**src/rtl/conv1_calc.sv**
```systemverilog
// conv1_calc: three-by-three binary-window convolution over NUM_FILT filters.
// The block loads NUM_FILT*10 signed weight/bias words, then runs a two-stage
// pipeline. Stage 1 holds per-row partial sums and stage 2 holds sum plus bias.
// Optional macro CONV1_RELU_EN clamps negative results to zero in stage 2.
module conv1_calc #(
   parameter int unsigned WIDTH    = 28,
   parameter int unsigned HEIGHT   = 28,
   parameter int unsigned NUM_FILT = 3
) (
   input  logic                     clk,
   input  logic                     rst,
   input  logic                     valid_in,
   input  logic                     pixel_0,
   input  logic                     pixel_1,
   input  logic                     pixel_2,
   input  logic                     pixel_3,
   input  logic                     pixel_4,
   input  logic                     pixel_5,
   input  logic                     pixel_6,
   input  logic                     pixel_7,
   input  logic                     pixel_8,
   input  logic                     w_load,
   input  logic [7:0]               w_data,
   output logic                     w_ready,
   output logic                     valid_out,
   output logic [NUM_FILT*13-1:0]   conv_out,
   output logic                     frame_done
);

   localparam int unsigned OUT_W  = 13;
   localparam int unsigned NWORDS = NUM_FILT * 10;
   localparam int unsigned IDX_W  = $clog2(NWORDS);
   localparam int unsigned FRAME  = (WIDTH - 2) * (HEIGHT - 2);
   localparam int unsigned CNT_W  = $clog2(FRAME + 1);

   typedef enum logic {LOAD, RUN} state_t;

   state_t                             state_q, state_d;
   logic                               store_c;
   logic                               accept_c;
   logic [IDX_W-1:0]                   w_idx_q;
   logic [NWORDS-1:0][7:0]             wmem_q;
   logic [8:0]                         pix_c;
   wire  [NUM_FILT-1:0][2:0][OUT_W-1:0] psum_d;
   logic [NUM_FILT-1:0][2:0][OUT_W-1:0] psum_q;
   logic                               v1_q;
   wire  [NUM_FILT-1:0][OUT_W-1:0]     res_c;
   logic [CNT_W-1:0]                   out_cnt_q;

   assign pix_c    = {pixel_8, pixel_7, pixel_6, pixel_5, pixel_4,
                      pixel_3, pixel_2, pixel_1, pixel_0};
   assign accept_c = valid_in && (state_q == RUN);

   // State register
   always_ff @(posedge clk or posedge rst) begin
      if (rst) state_q <= LOAD;
      else     state_q <= state_d;
   end

   // Next-state: leave LOAD once the final weight word is stored
   always_comb begin
      state_d = state_q;
      store_c = 1'b0;
      case (state_q)
         LOAD: begin
            if (w_load) begin
               store_c = 1'b1;
               if (w_idx_q == IDX_W'(NWORDS - 1)) state_d = RUN;
            end
         end
         RUN:     state_d = RUN;
         default: state_d = LOAD;
      endcase
   end

   // Weight/bias storage, word index and ready flag
   always_ff @(posedge clk or posedge rst) begin
      if (rst) begin
         w_idx_q <= '0;
         wmem_q  <= '0;
         w_ready <= 1'b0;
      end else begin
         if (store_c) begin
            wmem_q[w_idx_q] <= w_data;
            w_idx_q         <= w_idx_q + IDX_W'(1);
         end
         w_ready <= (state_d == RUN);
      end
   end

   // Per-filter row sums (stage 1 inputs) and final sum with bias (stage 2 inputs)
   for (genvar f = 0; f < NUM_FILT; f++) begin : g_filt
      for (genvar r = 0; r < 3; r++) begin : g_row
         logic signed [OUT_W-1:0] t0, t1, t2;
         assign t0 = pix_c[3*r]   ? OUT_W'($signed(wmem_q[f*10 + 3*r]))     : '0;
         assign t1 = pix_c[3*r+1] ? OUT_W'($signed(wmem_q[f*10 + 3*r + 1])) : '0;
         assign t2 = pix_c[3*r+2] ? OUT_W'($signed(wmem_q[f*10 + 3*r + 2])) : '0;
         assign psum_d[f][r] = t0 + t1 + t2;
      end

      logic signed [OUT_W-1:0] sum_c;
      assign sum_c = $signed(psum_q[f][0]) + $signed(psum_q[f][1])
                   + $signed(psum_q[f][2]) + OUT_W'($signed(wmem_q[f*10 + 9]));
`ifdef CONV1_RELU_EN
      assign res_c[f] = sum_c[OUT_W-1] ? '0 : sum_c;
`else
      assign res_c[f] = sum_c;
`endif
   end

   // Stage 1: capture row partial sums for accepted windows
   always_ff @(posedge clk or posedge rst) begin
      if (rst) begin
         v1_q   <= 1'b0;
         psum_q <= '0;
      end else begin
         v1_q <= accept_c;
         if (accept_c) psum_q <= psum_d;
      end
   end

   // Stage 2: result register, output valid, frame counter and frame_done pulse
   always_ff @(posedge clk or posedge rst) begin
      if (rst) begin
         conv_out   <= '0;
         valid_out  <= 1'b0;
         frame_done <= 1'b0;
         out_cnt_q  <= '0;
      end else begin
         valid_out  <= v1_q;
         frame_done <= 1'b0;
         if (v1_q) begin
            conv_out <= res_c;
            if (out_cnt_q == CNT_W'(FRAME - 1)) begin
               out_cnt_q  <= '0;
               frame_done <= 1'b1;
            end else begin
               out_cnt_q <= out_cnt_q + CNT_W'(1);
            end
         end
      end
   end

endmodule

```
**config.mk**
```make
export PLATFORM = sky130hd
export DESIGN_NAME = conv1_calc
export DESIGN_NICKNAME = d
export VERILOG_FILES = /design/src/rtl/conv1_calc.sv
export SDC_FILE = /design/constraint.sdc
export NUM_CORES = 1
export LEC_CHECK = 0
export CAP_MARGIN = 20
export CORE_ASPECT_RATIO = 2
export CORE_MARGIN = 1
export CORE_UTILIZATION = 40
export DETAILED_ROUTE_END_ITERATION = 10
export SLEW_MARGIN = 20
export SYNTH_ARGS = -nofsm -noshare
export SYNTH_HDL_FRONTEND = slang
export SYNTH_SLANG_ARGS = --single-unit
```
**constraint.sdc**
```tcl
create_clock -name clk -period 26.6 [get_ports clk]
set_clock_uncertainty 0.2 [all_clocks]
set_input_delay 5.32 -clock clk [delete_from_list [all_inputs] [get_ports clk]]
set_output_delay 5.32 -clock clk [all_outputs]
set_load 0.02 [all_outputs]
```
==> impl_metrics.toml, run 1 <==
[synthesis]
synth_nets = 2601
synth_edf_count = 0
yosys_warnings = 0
avgSynthCellArea_um2 = 10.6
syn_area_um2 = 24600
synthMostInstantiatedCell = "dfrtp_1"
synthesis.instances = 2314
synth_top_cell_by_area = "dfrtp_1"
synth_cell_types = 59
synth.top_cells.by_area = "dfrtp_1, fa_1, mux2_2"
async_flop_share_pct = 100
synth_top_area_share_pct = 42.2
synth_common_cells = "dfrtp_1, inv_1, nand2_1, mux2_2, fa_1"
ys_ff_latch = 415
synthFlopType = "dfrtp_1"
yosysSeqAreaShare_pct = 42.2

[setup_path]
path_cells = "clkdlybuf4s50_1 > nand2_1 > fa_1 > inv_1 > ha_1 > fa_1 > a21o_1 > a21oi_1 > o21bai_1 > a21oi_1 > nor2_1 > a211oi_1"
crit_type = "primary input to flop"
worst_path_max_delay_cell = "clkdlybuf4s50_1"
cp_max_fo = 24
cp_num_buf_inv = 2
slowest_delay_ns = 1.18
crit_family = "buffers and inverters"
critPathRequiredTime_ns = 26.85
start_kind = "primary input"
critPathArrivalTime_ns = 9.03
crit_path_end_kind = "flop"

[route]
drtPass1Iterations = 7
wl_per_cell_um = 17.6
vias = 15900
vias_per_cell = 5.03
drtIter0Drc = 680
drc = 0
wl_um = 55600
antenna_left = 0

[cells_and_area]
instances_no_fill = 3156
antenna_cells = 0
fillerInstances = 5724
final_area_um2 = 27300
drive_above_1_share_pct = 16.3
utilization_pct = 44.8
seqCellArea_um2 = 10400
multi_input_area_um2 = 12600
syn2layout_area_growth_pct = 10.8
nNetsFinal = 2637

[floorplanning]
ios = 63
die_area_um2 = 62600
die_y_um = 353
die_w_um = 177
fp-row-count = 128
start_util_pct = 40.5
core-area_um2 = 60900

[job]
drv_cap = 0

[pwr]
p_leak_nw = 13.4
vdd_ir_drop_max_uv = 66.7
pwr_density_cell_nw_per_um2 = 136

[timing]
holdWs_ns = 0.278
timing.fmax_mhz = 114
finalHoldViolCount = 0
tightest_slew_ns = 1.08
fin_crit_sh_pct = 33.0
slew_headroom_pct = 28.0
setup_viol = 0
slew_violations = 0
min_period_ns = 8.79
rsz0062_at_grt = "false"
final.setup.tns_ns = 0

[clock_network]
cts.htree.levels = 2
cts.clk_slew.worst_paths_ns = 0.06
ctsHoldBuffers = 0
clock_path_buffers = 3
clock_sinks = 415
clock_latency_ns = 0.56
cts_buffers = 40
cts_root_buffer = "clkbuf_16"
cts_resized = 0
post_cts_buffers = 0
cts_tree = "built"

[global_routing]
use_met3_pct = 2.03
grt_usage_pct = 18.6
top_usage_layer = "met2"
gr-total-overflow = 0
gr-usage-met2_pct = 34.3
gr-usage-met1_pct = 22.0
grt_pass1_vias = 17200
antenna_found_initial = 0
grt_pass1_wl_um = 91200
grt_start_max_net_pins = 114

[min_path]
hp-class = "flop to flop"

[placement]
dp.cells = 3088
gp_congestion = 0.823
portBuffers = 62
dpl.hpwl_um = 40000
placed_area_um2 = 26000

[outcome]
status = "complete, no violations"
==> layer usage <==
layer  share of wire [%]  vias to the layer above
met1                  40                     8035
met2                  53                      220
met5                   0                        -
met4                 3.3                        0
li1                    -                     7515
met3                 2.9                       94
==> per-stage QoR <==
stage          setup WS, ns  power (mW)
2_1_floorplan          9.53        2.63
3_3_place_gp          17.31        3.08
3_5_place_dp          17.21        3.14
4_1_cts               17.79        3.75
5_1_grt               17.55        4.07
6_report              17.82        3.70
==> cells in the final DEF (no fill, tap or decap), types with 9 or more instances in the layout <==
cell,synthesis,final
nand2b_1,10,10
nand2_2,16,16
o21ai_0,124,124
a21o_1,30,30
ha_1,113,113
buf_4,2,12
fa_1,153,153
nand3_1,12,12
mux2_2,259,259
inv_1,343,341
and2_1,29,29
clkdlybuf4s50_1,0,54
xnor2_1,66,66
a211oi_1,27,27
clkbuf_16,0,41
xor2_1,36,36
nor3b_1,9,9
nor3_1,21,21
nor2_1,59,59
nand2_1,336,335
a31oi_1,9,9
dfrtp_1,415,414
nor2_2,9,9
o21bai_1,23,23
a21oi_1,63,63
==> cell type report <==
class	count	share of cell area, %
clock buffers	53	4.11
clock inverters	15	0.679
inverters	343	4.75
multi-input cells	1475	46.3
flip-flops and latches	415	38.1
well taps	780	3.58
repair buffers	75	2.50
==> logic make-up after synthesis <==
kind of cell	Yosys count	share of synthesized area, %
and+or+nand+nor	529	9.54
buffers and inverters	424	6.53
DFF	415	42.2
AOI/OAI and AO/OA	317	7.98
adders and majority gates	266	18.2
muxes	261	11.9
xor gates and xnor gates	102	3.63
==> registers in the layout, indices dropped and copies added (netlist names) <==
| name | cells |
|---|---|
| w_ready | 1 |
| conv_out | 39 |
| psum_q | 117 |
| v1_q | 1 |
| w_idx_q | 5 |
| valid_out | 1 |
| out_cnt_q | 10 |
| frame_done | 1 |
| wmem_q | 240 |
==> worst reg2reg max path, stage by stage, from the launching register on <==
cell      delay (ns)
dfrtp_1         0.35
inv_1           0.06
fa_1            0.53
fa_1            0.50
inv_1           0.04
ha_1            0.23
fa_1            0.48
a21o_1          0.19
a21oi_1         0.28
o21bai_1        0.11
a21oi_1         0.31
xnor2_1         0.10
mux2_2          0.26
==> worst paths after layout <==
path                            slack [ns]       start  depth (start not counted)            to
worst max-delay path                 17.82     pixel_3                         12    psum_q[63]
worst min-delay path                  0.28  psum_q[70]                          2    psum_q[70]
worst max register to register       22.85  wmem_q[73]                         12   conv_out[7]
worst min register to register        0.28  psum_q[70]                          2    psum_q[70]
max in group asynchronous            19.48         rst                          3   wmem_q[198]
min in group asynchronous             5.14         rst                          2  out_cnt_q[2]
==> power breakdown <==
part | leakage [nW] | internal, mW | switching, mW | total, mW
sequential | 5.29 | 0.889 | 0.139 | 1.03
combinational | 7.44 | 0.953 | 1.14 | 2.09
clock | 0.646 | 0.335 | 0.252 | 0.587
Power figures use the tool's default switching activity.
==> run 2, diff against run 1 <==
==> constraint.sdc (replaced) <==
create_clock -name clk -period 9.21 [get_ports clk]
set_clock_uncertainty 0.2 [all_clocks]
set_input_delay 1.842 -clock clk [delete_from_list [all_inputs] [get_ports clk]]
set_output_delay 1.842 -clock clk [all_outputs]
set_load 0.02 [all_outputs]
==> run 2 against run 1 <==
Total power grew to 2.9 times the previous value. Sequential share of layout area shrank 0.18 points. Cell area grew 0.48%. Largest power group unchanged.
==> impl_metrics.toml, run 2 (same netlist as run 1, synthesis figures left out) <==
[route]
drtPass1Iterations = 4
drc = 0
vias_per_cell = 5.05
drtIter0Drc = 690
wl_per_cell_um = 17.8
vias = 15900
antenna_left = 0
wl_um = 56100

[global_routing]
gr-total-overflow = 0
grt_start_max_net_pins = 177
antenna_found_initial = 2
grt_pass1_vias = 17000
grt_usage_pct = 18.8
grt_pass1_wl_um = 91100

[timing]
holdWs_ns = 0.282
min_period_ns = 5.28
finalHoldViolCount = 0
tightest_slew_ns = 1.13
final.setup.tns_ns = 0
timing.fmax_mhz = 189
slew_violations = 0
fin_crit_sh_pct = 57.3
setup_viol = 0
rsz0062_at_grt = "false"
slew_headroom_pct = 24.3

[clock_network]
clock_sinks = 415
cts.htree.levels = 2
cts_buffers = 39
cts_root_buffer = "clkbuf_16"
clock_path_buffers = 3
cts_tree = "built"
post_cts_buffers = 0
clock_latency_ns = 0.56
ctsHoldBuffers = 0
cts.clk_slew.worst_paths_ns = 0.07
cts_resized = 0

[floorplanning]
ios = 63
fp-row-count = 128
die_w_um = 177
core-area_um2 = 60900
start_util_pct = 40.5
die_area_um2 = 62600
die_y_um = 353

[placement]
gp_congestion = 0.830
dpl.hpwl_um = 40600
placed_area_um2 = 26000
portBuffers = 62

[pwr]
vdd_ir_drop_max_uv = 204
pwr_density_cell_nw_per_um2 = 395
total_power_mw = 10.8
p_leak_nw = 13.4

[setup_path]
crit_type = "primary input to flop"
start_kind = "primary input"
crit_path_end_kind = "flop"
rrSetupSlack_ns = 5.48
startpoint = "pixel_1"
critPathArrivalTime_ns = 5.54
worst_r2r_path_depth = 12
r2r_end = "conv_out[7]"
critPathRequiredTime_ns = 9.47
cp_max_fo = 24
timing.critical_path.to = "psum_q[89]"
timing.rr.start = "wmem_q[73]"

[cells_and_area]
final_area_um2 = 27400
largest_reg_flops = 240
fillerInstances = 5695
mostFrequentLayoutCell = "dfrtp_1"
drive_above_1_share_pct = 16.4
layout_common_cells = "dfrtp_1, inv_1, nand2_1"
nNetsFinal = 2633
top_register = "wmem_q"
antenna_cells = 0
reg_top3 = "wmem_q: 240 flops, psum_q: 117 flops, conv_out: 39 flops"
syn2layout_area_growth_pct = 11.3

[job]
drv_cap = 0

[outcome]
status = "complete, no violations"

[min_path]
hp-class = "flop to flop"
==> run 2: changes by cell type in the layout (fill, tap and decap cells not counted), sizes merged <==
cell / delta
clkinvlp: +2
buf: -3
clkinv: -4
bufinv: +3
==> run 2: critical path, cell delays in order <==
cell,delay [ns]
clkdlybuf4s50_1,1.22
nand2_1,0.19
fa_1,0.54
inv_1,0.04
ha_1,0.22
fa_1,0.41
a21o_1,0.18
a21oi_1,0.23
o21bai_1,0.09
a21oi_1,0.23
nor2_1,0.10
a211oi_1,0.25
==> run 2: worst min-delay path by stage <==
stage | cells after the start | start | slack, ns | endpoint
after floorplan | 0 | v1_q | 0.22 | valid_out
after global placement | 2 | psum_q[26] | 0.26 | psum_q[26]
after detailed placement | 2 | psum_q[46] | 0.27 | psum_q[46]
after CTS | 2 | psum_q[46] | 0.29 | psum_q[46]
after global routing | 2 | psum_q[47] | 0.31 | psum_q[47]
final | 2 | psum_q[45] | 0.28 | psum_q[45]
==> run 2: power by group <==
| part | total [mW] | internal, mW | leakage [nW] | switching (mW) |
|---|---|---|---|---|
| clock network | 1.81 | 1.08 | 0.695 | 0.733 |
| logic | 6.07 | 2.76 | 7.43 | 3.31 |
| registers | 2.96 | 2.57 | 5.29 | 0.397 |
| total | 10.8 | 6.40 | 13.4 | 4.44 |
==> run 2: routing by layer <==
metal / vias up / GRT usage [%] / share of wire (%)
met5: - / 0 / 0.043
met4: 4 / 7.62 / 4.0
met3: 98 / 2.52 / 3.5
met2: 248 / 33.8 / 52
met1: 8032 / 22.2 / 40
li1: 7531 / - / -
==> run 2: per-stage QoR <==
| stage | setup slack [ns] | instances | util [%] |
|---|---|---|---|
| floorplan | 1.57 | 2314 | - |
| global placement | 3.43 | 3084 | 42.7 |
| detailed placement | 3.33 | 3084 | 42.7 |
| CTS | 3.93 | 3153 | 45.0 |
| global route | 3.63 | 3154 | 45.0 |
| finish | 3.93 | 3154 | 45.0 |
==> run 2: final cells by class <==
class	count	area (um^2)	share of cell area [%]
Inverter	343	1290	4.71
Timing Repair Buffer	72	701	2.56
Tap cell	780	976	3.56
Clock buffer	53	1150	4.20
Sequential cell	415	10400	37.9
Clock inverter	16	272	0.991
Multi-Input combinational cell	1475	12600	46.1
